`src/rtl/store_bus_adapter_pkg.sv`:
```
// ============================================================================
// Module      : store_bus_adapter_pkg
// Description : Shared types, size encodings and byte-mask helper for the
//               store bus adapter.
// Revision    : 1.0 - initial release
// ============================================================================
`default_nettype none

package store_bus_adapter_pkg;

  localparam logic [1:0] c_size_byte  = 2'd0;
  localparam logic [1:0] c_size_half  = 2'd1;
  localparam logic [1:0] c_size_word  = 2'd2;
  localparam logic [1:0] c_size_dword = 2'd3;

  typedef struct packed {
    logic [63:0] addr;
    logic [1:0]  size;
    logic [63:0] data;
  } phy_store_t;

  typedef enum logic [1:0] {
    ST_IDLE     = 2'd0,
    ST_REQ      = 2'd1,
    ST_WAIT_RSP = 2'd2,
    ST_RESP     = 2'd3
  } store_bus_state_e;

  function automatic logic [7:0] size_to_mask(input logic [1:0] size);
    case (size)
      c_size_byte: return 8'h01;
      c_size_half: return 8'h03;
      c_size_word: return 8'h0F;
      default:     return 8'hFF;
    endcase
  endfunction

endpackage

`default_nettype wire

```
`src/rtl/store_bus_adapter_lane_align.sv`:
```
// ============================================================================
// Module      : store_bus_adapter_lane_align
// Description : Combinational lane placement of a store onto the 64-bit bus:
//               byte enables, shifted write data and alignment check.
// Revision    : 1.0 - initial release
// ============================================================================
`default_nettype none

module store_bus_adapter_lane_align
  import store_bus_adapter_pkg::*;
(
  input  logic [2:0]  i_offset,
  input  logic [1:0]  i_size,
  input  logic [63:0] i_data,
  output logic [7:0]  o_be,
  output logic [63:0] o_wdata,
  output logic        o_misaligned
);

  assign o_be    = size_to_mask(i_size) << i_offset;
  assign o_wdata = i_data << {i_offset, 3'b000};

  always_comb begin
    o_misaligned = 1'b0;
    case (i_size)
      c_size_half:  o_misaligned = i_offset[0];
      c_size_word:  o_misaligned = |i_offset[1:0];
      c_size_dword: o_misaligned = |i_offset;
      default:      o_misaligned = 1'b0;
    endcase
  end

endmodule

`default_nettype wire

```
`src/rtl/store_bus_adapter.sv`:
```
// ============================================================================
// Module      : store_bus_adapter
// Description : Adapts committed physical stores onto a 64-bit req/gnt bus
//               and returns a held ack/err/data. Optional response timeout
//               is enabled by defining STORE_BUS_TIMEOUT_EN.
// Revision    : 1.0 - initial release
// ============================================================================
`default_nettype none

module store_bus_adapter
  import store_bus_adapter_pkg::*;
#(
  parameter int TIMEOUT_CYCLES = 256,
  parameter int BUS_DW         = 64
) (
  input  logic              clk_i,
  input  logic              rst_ni,
  input  logic              flush_i,
  input  logic              d_store_req_i,
  input  phy_store_t        d_store_i,
  output logic              d_store_ack_o,
  output logic              d_store_err_o,
  output logic [BUS_DW-1:0] d_store_data_o,
  input  logic              d_store_ack_ready_i,
  output logic              bus_req_o,
  input  logic              bus_gnt_i,
  output logic [63:0]       bus_addr_o,
  output logic              bus_we_o,
  output logic [7:0]        bus_be_o,
  output logic [BUS_DW-1:0] bus_wdata_o,
  input  logic              bus_rvalid_i,
  input  logic              bus_err_i,
  input  logic [BUS_DW-1:0] bus_rdata_i
);

  if (TIMEOUT_CYCLES < 1 || BUS_DW != 64) begin : g_param_check
    $error("store_bus_adapter: unsupported TIMEOUT_CYCLES or BUS_DW");
  end

  store_bus_state_e  r_state, w_state_next;
  logic [63:0]       r_bus_addr, w_bus_addr_next;
  logic [7:0]        r_bus_be, w_bus_be_next;
  logic [BUS_DW-1:0] r_bus_wdata, w_bus_wdata_next;
  logic              r_ack, w_ack_next;
  logic              r_err, w_err_next;
  logic [BUS_DW-1:0] r_data, w_data_next;
  logic [7:0]        w_be;
  logic [63:0]       w_wdata;
  logic              w_misaligned;

`ifdef STORE_BUS_TIMEOUT_EN
  localparam int c_cnt_w = $clog2(TIMEOUT_CYCLES + 1);
  logic [c_cnt_w-1:0] r_cnt, w_cnt_next;
`endif

  store_bus_adapter_lane_align u_lane_align (
    .i_offset     (d_store_i.addr[2:0]),
    .i_size       (d_store_i.size),
    .i_data       (d_store_i.data),
    .o_be         (w_be),
    .o_wdata      (w_wdata),
    .o_misaligned (w_misaligned)
  );

  always_comb begin
    w_state_next     = r_state;
    w_bus_addr_next  = r_bus_addr;
    w_bus_be_next    = r_bus_be;
    w_bus_wdata_next = r_bus_wdata;
    w_ack_next       = r_ack;
    w_err_next       = r_err;
    w_data_next      = r_data;
`ifdef STORE_BUS_TIMEOUT_EN
    w_cnt_next       = r_cnt;
`endif
    case (r_state)
      ST_IDLE: begin
        if (d_store_req_i && !flush_i) begin
          if (w_misaligned) begin
            // Rejected locally: report straight away, bus fields untouched.
            w_state_next = ST_RESP;
            w_ack_next   = 1'b1;
            w_err_next   = 1'b1;
            w_data_next  = '0;
          end else begin
            w_state_next     = ST_REQ;
            w_bus_addr_next  = {d_store_i.addr[63:3], 3'b000};
            w_bus_be_next    = w_be;
            w_bus_wdata_next = w_wdata;
          end
        end
      end
      ST_REQ: begin
        if (flush_i) begin
          w_state_next = ST_IDLE;
        end else if (bus_gnt_i) begin
          w_state_next = ST_WAIT_RSP;
`ifdef STORE_BUS_TIMEOUT_EN
          w_cnt_next   = '0;
`endif
        end
      end
      ST_WAIT_RSP: begin
        if (bus_rvalid_i) begin
          w_state_next = ST_RESP;
          w_ack_next   = 1'b1;
          w_err_next   = bus_err_i;
          w_data_next  = bus_rdata_i;
        end
`ifdef STORE_BUS_TIMEOUT_EN
        else if (r_cnt + 1'b1 == c_cnt_w'(TIMEOUT_CYCLES)) begin
          w_state_next = ST_RESP;
          w_ack_next   = 1'b1;
          w_err_next   = 1'b1;
          w_data_next  = '0;
        end else begin
          w_cnt_next   = r_cnt + 1'b1;
        end
`endif
      end
      ST_RESP: begin
        if (d_store_ack_ready_i) begin
          w_state_next = ST_IDLE;
          w_ack_next   = 1'b0;
          w_err_next   = 1'b0;
          w_data_next  = '0;
        end
      end
      default: w_state_next = ST_IDLE;
    endcase
  end

  always_ff @(posedge clk_i) begin
    if (!rst_ni) begin
      r_state     <= ST_IDLE;
      r_bus_addr  <= '0;
      r_bus_be    <= '0;
      r_bus_wdata <= '0;
      r_ack       <= 1'b0;
      r_err       <= 1'b0;
      r_data      <= '0;
`ifdef STORE_BUS_TIMEOUT_EN
      r_cnt       <= '0;
`endif
    end else begin
      r_state     <= w_state_next;
      r_bus_addr  <= w_bus_addr_next;
      r_bus_be    <= w_bus_be_next;
      r_bus_wdata <= w_bus_wdata_next;
      r_ack       <= w_ack_next;
      r_err       <= w_err_next;
      r_data      <= w_data_next;
`ifdef STORE_BUS_TIMEOUT_EN
      r_cnt       <= w_cnt_next;
`endif
    end
  end

  assign bus_req_o      = (r_state == ST_REQ);
  assign bus_we_o       = (r_state == ST_REQ);
  assign bus_addr_o     = r_bus_addr;
  assign bus_be_o       = r_bus_be;
  assign bus_wdata_o    = r_bus_wdata;
  assign d_store_ack_o  = r_ack;
  assign d_store_err_o  = r_err;
  assign d_store_data_o = r_data;

`ifndef SYNTHESIS
  // The store unit must keep its request up until the transaction reports.
  a_req_held: assert property (@(posedge clk_i) disable iff (!rst_ni)
    (r_state == ST_REQ || r_state == ST_WAIT_RSP) |-> d_store_req_i);
`endif

endmodule

`default_nettype wire
```
`config.mk`:
```
export PLATFORM = sky130hd
export DESIGN_NAME = store_bus_adapter
export DESIGN_NICKNAME = d
export VERILOG_FILES = /design/src/rtl/store_bus_adapter_pkg.sv /design/src/rtl/store_bus_adapter_lane_align.sv /design/src/rtl/store_bus_adapter.sv
export SDC_FILE = /design/constraint.sdc
export NUM_CORES = 1
export LEC_CHECK = 0
export CAP_MARGIN = 15
export CORE_AREA = 2 2 159 161
export CTS_CLUSTER_DIAMETER = 150
export DETAILED_ROUTE_END_ITERATION = 8
export DIE_AREA = 0 0 161 163
export GPL_ROUTABILITY_DRIVEN = 0
export MAX_ROUTING_LAYER = met4
export PLACE_DENSITY = 0.73
export RECOVER_POWER = 100
export SETUP_SLACK_MARGIN = 0.05
export SLEW_MARGIN = 20
export SYNTH_ARGS = -nofsm -noshare
export SYNTH_HDL_FRONTEND = slang
export SYNTH_SLANG_ARGS = --single-unit
```
`constraint.sdc`:
```
create_clock -name clk_i -period 2.15 [get_ports clk_i]
set_clock_uncertainty 0.1 [all_clocks]
set_input_delay 0.43 -clock clk_i [delete_from_list [all_inputs] [get_ports clk_i]]
set_output_delay 0.43 -clock clk_i [all_outputs]
set_load 0.005 [all_outputs]
```
==> results of run 1 <==
[layout make-up]
cell class                      count  area (um^2)
Antenna cell                        1         2.50
Clock buffer                       36          747
Clock inverter                      8         98.8
Fill cell                        2207        10900
Inverter                            4         16.3
Multi-Input combinational cell    633         3840
Sequential cell                   201         4020
Tap cell                          330          413
Timing Repair Buffer              474         4640
[flip-flops by register name (all words and copies together), names as in the netlist]
| name | count |
|---|---|
| bus_addr_o | 61 |
| bus_be_o | 8 |
| bus_wdata_o | 64 |
| d_store_ack_o | 1 |
| d_store_data_o | 64 |
| d_store_err_o | 1 |
| r_state | 2 |
[cells in the final DEF (no fill, tap or decap), types with 9 or more instances in the layout]
master / synthesis / final
sky130_fd_sc_hd__dfxtp_1: 201 / 201
sky130_fd_sc_hd__clkdlybuf4s50_1: 0 / 199
sky130_fd_sc_hd__dlygate4sd3_1: 0 / 199
sky130_fd_sc_hd__nand2_1: 184 / 184
sky130_fd_sc_hd__a21oi_1: 106 / 106
sky130_fd_sc_hd__a22o_1: 66 / 66
sky130_fd_sc_hd__mux2i_1: 52 / 52
sky130_fd_sc_hd__buf_4: 10 / 52
sky130_fd_sc_hd__o21ai_0: 41 / 42
sky130_fd_sc_hd__nand3_1: 25 / 26
sky130_fd_sc_hd__clkbuf_16: 0 / 25
sky130_fd_sc_hd__nor2_1: 18 / 19
sky130_fd_sc_hd__a211oi_1: 11 / 11
sky130_fd_sc_hd__or3_1: 10 / 10
sky130_fd_sc_hd__nor2b_1: 9 / 9
sky130_fd_sc_hd__a221oi_1: 9 / 9
sky130_fd_sc_hd__buf_12: 0 / 9
[report_power, final]
group | leakage, nW | internal, mW | switching, mW
clock network | 0.414 | 2.64 | 1.65
registers | 1.63 | 3.87 | 0.0813
logic | 3.74 | 0.851 | 0.700
[cell families (layout without fill, tap and decap cells)]
logic type | after synthesis | count (layout) | share of synthesized area [%]
multiplexers | 61 | 61 | 7.55
flip-flops | 201 | 201 | 48.6
AND/OR/NAND/NOR | 266 | 266 | 14.0
AO/OA/AOI/OAI | 303 | 303 | 24.5
other | 1 | 4 | 0.0453
buffers and inverters | 91 | 522 | 5.28
[metrics by stage]
stage          hold WS, ns  util (%)  instances  power (mW)
2_1_floorplan        0.348         -        925        4.65
3_3_place_gp         0.341      52.5       1642        5.62
3_5_place_dp         0.345      52.5       1642        5.64
4_1_cts              0.256      56.0       1686        9.93
5_1_grt              0.284      55.8       1687        10.1
6_report             0.269      55.8       1687        9.79
[layer usage]
layer  up-vias  global-route usage (%)
li1       4139                       -
met1      4042                    29.4
met2       394                    38.7
met3        54                    4.97
met4         0                    6.13
met5         -                       -
[worst min-delay path by stage]
stage                         startpoint  slack, ns  cells after the start             end
after floorplan              bus_be_o[7]       0.35                      2     bus_be_o[7]
after global placement    bus_addr_o[41]       0.34                      2  bus_addr_o[41]
after detailed placement  bus_addr_o[16]       0.35                      2  bus_addr_o[16]
after CTS                  d_store_i[66]       0.26                      3     bus_be_o[2]
after global routing       d_store_i[66]       0.28                      3     bus_be_o[2]
final                      d_store_i[66]       0.27                      3     bus_be_o[2]
[repair_timing]
item,4_1_cts,5_1_grt
gates resized for setup,4,2
buffers inserted,0,0
endpoints found under the setup margin,2,2
==> out/summary.md, run 1 <==
The run gives 0.0758 ns as the worst-case setup margin in the final layout. The largest net degree at the start of global routing came out at 65. Normalized max-slew margin: 25.3%. Following the worst setup path forward leads to its endpoint at bus_wdata_o[8]. The data arrival time of the worst path is 1.54 ns, and the share of flip-flops with an asynchronous set or reset is 0%. Counting the buffers created by CTS gives 25.

Top cell type by total area after synthesis: sky130_fd_sc_hd__dfxtp_1. In the final routing, the length of wire on met1 measures 13500 um. The number of buffer and inverter instances along the worst setup path came out at 1. The startpoint kind of the worst setup timing path is a flop. The run gives 0 as the final-report hold violation count. The per-cell via count in the routed design was 5.11. Once detail routing completed, the nets flagged for antenna violations numbered 0.

Of the available clock period, the critical path in the final layout requires 96.5%. The count of input and output buffers was 402. After synthesis the cells add up to 8270 um^2. The longest clock path from root to sink contains 3 buffers. The launching element of the worst setup path is bus_wdata_o[8]. The power density over cell area was 710 nW/um^2. Synthesis produced 923 cells. The share of the synthesized area in the top cell type was 48.6%. STA classifies the critical path endpoint as an output port. The routed wire length per instance came out at 19.0 um. After routing the design area is 13800 um^2. 406 I/O pins were placed. Ranked by instance count, the synthesized netlist is headed by 201 x sky130_fd_sc_hd__dfxtp_1, 184 x sky130_fd_sc_hd__nand2_1, 106 x sky130_fd_sc_hd__a21oi_1. The highest metal layer with signal wires was met4.

The minimum clock period was 2.07 ns. For this run, the total global-route usage over all layers was measured as 23.5%. The number of rows in the core area is 58, and the number of pins with negative max-slew slack in the final report is 0. The logs give 0 for the total congestion overflow and 26200 um^2 for the full die area. In this run, the number of DRC markers left after iteration 0 of detailed routing was 690. The detailed-routing iteration count for the pre-antenna-repair pass was 5. The number of cells on the worst reg-to-reg path is 6. The tree built by TritonCTS fans out to 201 sinks.

The tree is rooted in a sky130_fd_sc_hd__clkbuf_16. Across the run, the number of max-cap violations was 0. The setup path with the least slack is of type reg -> out.

The class of the worst hold path was in -> reg. Number of storage elements in the synthesis netlist: 201. For this run, the leading register cell type out of synthesis is sky130_fd_sc_hd__dfxtp_1. The post-detailed-placement half-perimeter wirelength came out at 23700 um.

Setup slack on the worst reg-to-reg path comes out at 0.29 ns. Setup repair after global routing left no endpoint under its margin. The run finished with clean final reports. The tools report the worst reg2reg path startpoint as r_state[0]. The DRC violation count after routing is 0, and the number of logic stages on the critical path including buffering is 1.

The placed instances occupy a cell area of 13000 um^2. On the critical path, the stage with the largest delay is an instance of sky130_fd_sc_hd__dlygate4sd3_1. For the final routed database, the setup TNS stands at 0 ns. Setup violations remaining at the end of the flow were counted as 0. The run gives 1541 as the number of nets in the final layout.

The top fanout value on the critical path was 2; the clock-pin transition on the worst setup and hold timing paths was 0.06 ns. For the clock latency at the later pin of the worst-skew pair, the log shows 0.51 ns. For the pin with the worst max-slew slack, the measured transition is 1.12 ns. Before CTS, the worst setup slack after placement is -0.322 ns.

The wire length of the first global-routing pass is 47200 um. TritonCTS built the clock tree. Summed over all nets, wire length on met2 after detailed routing comes to 15300 um. In this run the static leakage power is 5.78 nW.

The area growth from synthesis to layout is 66.6%. The share of the Yosys chip area taken by registers is 48.6%. The synthesized design contains 0 enable-type register cells. The critical register-to-register path endpoint was bus_addr_o[11]. For the fmax, the log shows 482 MHz. The worst-case IR drop observed on VDD is 0.632 mV. The yosys synthesis warning count is 0. The die extent in y was 163 um; the via count of the first global-routing pass was 8164. Fraction of final layout cells sized beyond drive strength 1: 9.66%. On the worst path, the slowest cell contributes a delay of 0.69 ns. The tools report the data required time of the critical path as 1.62 ns.

The die span in x was 161 um. Ranked by total cell area, the synthesized netlist is headed by sky130_fd_sc_hd__dfxtp_1 49%, sky130_fd_sc_hd__nand2_1 8.3%, sky130_fd_sc_hd__a22o_1 7.0%. The detailed router placed 8629 vias in this run. The kind of cell adding the most delay to the critical path is buffers and inverters.

Routed length on met3: 2450 um. The post-cts hold buffer count was 0; the count of distinct cell types in the synthesized netlist was 49. The initial antenna violation count came out at 1. The cell with the most instances after synthesis was sky130_fd_sc_hd__dfxtp_1. Wires add up to 32000 um. The initial utilization of the core area, before any placement, comes to 33.5%.

The core region area was 24700 um^2. The number of H-tree levels was 1. Traced cell by cell, the critical path runs through dlygate4sd3_1. A synthesized cell averages 8.96 um^2.
No activity file was read; power rests on OpenSTA's default activity.
==> run 2: changes to the inputs <==
==> constraint.sdc (replaced) <==
create_clock -name clk_i -period 2.3 [get_ports clk_i]
set_clock_uncertainty 0.1 [all_clocks]
set_input_delay 0.46 -clock clk_i [delete_from_list [all_inputs] [get_ports clk_i]]
set_output_delay 0.46 -clock clk_i [all_outputs]
set_load 0.005 [all_outputs]
==> run 2 against run 1 <==
Power shrank 9.8%. Final area shrank 0.81%. First-iteration DRC count grew 14%. Setup slack gained 0.033 ns. Sequential power shrank 6.3%.
==> out/summary.md, run 2 (synthesis results as in run 1) <==
The final setup violation count was 0 (unchanged). I/O pin count: 406 (unchanged). The run gives 33.5% (unchanged) as the starting density of the core. The highest-delay cell along the critical path is sky130_fd_sc_hd__clkdlybuf4s50_1. For the data required time of the critical path, the log shows 1.74 ns (+0.12 ns). The full die area came out at 26200 um^2 (unchanged).

TritonCTS built the clock tree. The number of cells after detailed placement is 1630 (-0.73%), and the fmax is 456 MHz. The tools report the remaining antenna violation count after routing as 0 (unchanged). The run gives 7 (+2) as the detailed-routing iteration count for the pre-antenna-repair pass. STA classifies the critical path endpoint as an output port. The wire length of the first global-routing pass was 46900 um (-0.69%). The core region area is 24700 um^2 (unchanged). Per-cell via count in the routed design: 5.11 (-0.19%).

The number of H-tree levels came out at 1 (unchanged). The placed instance area came out at 12900 um^2 (-0.21%). The critical setup path kind is reg -> out. The transition time at the pin with the least slew margin is 1.15 ns (+0.0292 ns).

The run gives 1.63 ns (+0.09 ns) as the data arrival time of the worst path. The logs give 3 (unchanged) for the maximum clock insertion buffer count and 23.4% (-0.095 points) for the total global routing track utilization. Setup repair after global routing left no endpoint under its margin. The top fanout value on the critical path works out to 5 (+3). The total power of the final layout came out at 8.83 mW (-9.8%). Clock-pin transition on the worst setup and hold timing paths: 0.06 ns (about the same).

The routed wire length per instance is 18.8 um (-0.93%). For the clock latency at the later pin of the worst-skew pair, the log shows 0.51 ns (about the same). The CTS buffer count was 24 (-4.0%). The class of the worst hold path is reg -> reg. The run finished with clean final reports. The tools report the normalized max-slew margin as 23.4% (-2.0 points). In the finished design, the share of the clock period the worst path needs comes to 95.3%. The tools report the final hold slack as 0.348 ns (+0.0786 ns).

The initial antenna violation count is 4 (+3), and the die extent in y is 163 um (unchanged). The count of input and output buffers was 402 (unchanged). The critical path goes through nor2b_2 > clkdlybuf4s50_1. The worst ir drop on vdd is 0.467 mV (-26%). The DRC violation count after routing was 0 (unchanged). The routed via count came out at 8541 (-1.0%).

The total congestion overflow is 0 (unchanged), and the final non-filler cell area is 13700 um^2 (-0.81%). The longest individual stage delay on the worst path is 0.53 ns (-0.16 ns), and the largest net degree at the start of global routing is 65 (unchanged). The post-cts hold buffer count came out at 0 (unchanged).

CTS placed an instance of sky130_fd_sc_hd__clkbuf_16 at the clock tree root. The final-report hold violation count is 0 (unchanged). The post-detailed-placement half-perimeter wirelength is 23700 um (+0.18%), and the die span in x is 161 um (unchanged). The aggregate routed wire length was 31500 um (-1.8%). The number of rows in the core area was 58 (unchanged); the filler-free cell count of the finished design was 1673 (-0.83%). The standby leakage power came out at 5.70 nW (-1.5%). The tools report the number of pins with negative max-slew slack in the final report as 0 (unchanged). The number of DRC violations after detailed-routing iteration 0 was 784 (+14%). The power density over cell area was 646 nW/um^2 (-9.1%); the setup TNS was 0 ns (unchanged). STA classifies the critical path startpoint as a flop. The fraction of final layout cells sized beyond drive strength 1 came out at 8.29% (-1.4 points).

The number of sinks driven by the clock tree is 201 (unchanged), and the via count of the first global-routing pass is 8290 (+1.5%). The run gives 0 (unchanged) as the count of max-cap constraint violations. From synthesis to final layout, the design area changed by 65.2%.

The minimum clock period works out to 2.19 ns. The top cell types in the final layout, fill and taps aside, are 201 x sky130_fd_sc_hd__dfxtp_1, 201 x sky130_fd_sc_hd__dlygate4sd3_1, 199 x sky130_fd_sc_hd__clkdlybuf4s50_1, 185 x sky130_fd_sc_hd__nand2_1, 106 x sky130_fd_sc_hd__a21oi_1. Number of nets in the final layout: 1528 (-0.84%).
## run 2: what timing repair did
item                                    CTS  global route
endpoints found under the setup margin    1             0
gates resized for setup                   1             0
buffers inserted                          0             0
## run 2: power breakdown
part | total (mW) | switching [mW] | leakage [nW] | internal [mW]
Clock | 3.69 | 1.45 | 0.370 | 2.24
Combinational | 1.44 | 0.651 | 3.70 | 0.793
Sequential | 3.70 | 0.0764 | 1.63 | 3.62
Total | 8.83 | 2.17 | 5.70 | 6.66
## run 2: layout make-up
type / instances / area, um^2
multi-input cells: 633 / 3820
fillers: 2219 / 11000
diodes: 4 / 10.0
inverters: 4 / 16.3
repair buffers: 462 / 4620
well taps: 330 / 413
flip-flops and latches: 201 / 4020
clock buffers: 36 / 717
clock inverters: 3 / 46.3
## run 2: metrics by stage
step | setup WS, ns | util [%]
after floorplan | 0.456 | -
after global placement | -0.174 | 52.4
after detailed placement | -0.222 | 52.4
after CTS | 0.0913 | 55.5
after global routing | 0.0370 | 55.4
final | 0.109 | 55.4
## run 2: routing by layer
layer  track usage (%)  wire, um  up-vias
met2              38.1     15000      394
met4              8.89      1110        0
li1                  -         -     4112
met1              27.5     12600     3960
met3              6.65      2730       75
met5                 -         0        -
## run 2: path summary, 6_finish.rpt
path	from	endpoint	slack, ns	depth (start not counted)
max	r_state[0]	bus_req_o	0.11	2
min	bus_wdata_o[0]	bus_wdata_o[0]	0.35	2
max reg2reg	r_state[1]	bus_wdata_o[24]	0.23	6
min reg2reg	bus_wdata_o[0]	bus_wdata_o[0]	0.35	2
## run 2: worst max-delay path, delay by kind of cell, from the launching register on
| kind | cells | cell delay (ns) |
|---|---|---|
| buffers and inverters | 1 | 0.53 |
| flip-flops | 1 | 0.38 |
| AND/OR/NAND/NOR | 1 | 0.20 |
==> run 3: changes to the inputs <==
--- a/config.mk
+++ b/config.mk
@@ -7,7 +7,6 @@
 export LEC_CHECK = 0
 export CAP_MARGIN = 15
 export CORE_AREA = 2 2 159 161
-export CTS_CLUSTER_DIAMETER = 150
 export DETAILED_ROUTE_END_ITERATION = 8
 export DIE_AREA = 0 0 161 163
 export GPL_ROUTABILITY_DRIVEN = 0
==> results of run 3 <==
Same layout as run 2: the final DEF is identical, and so are final timing and power.
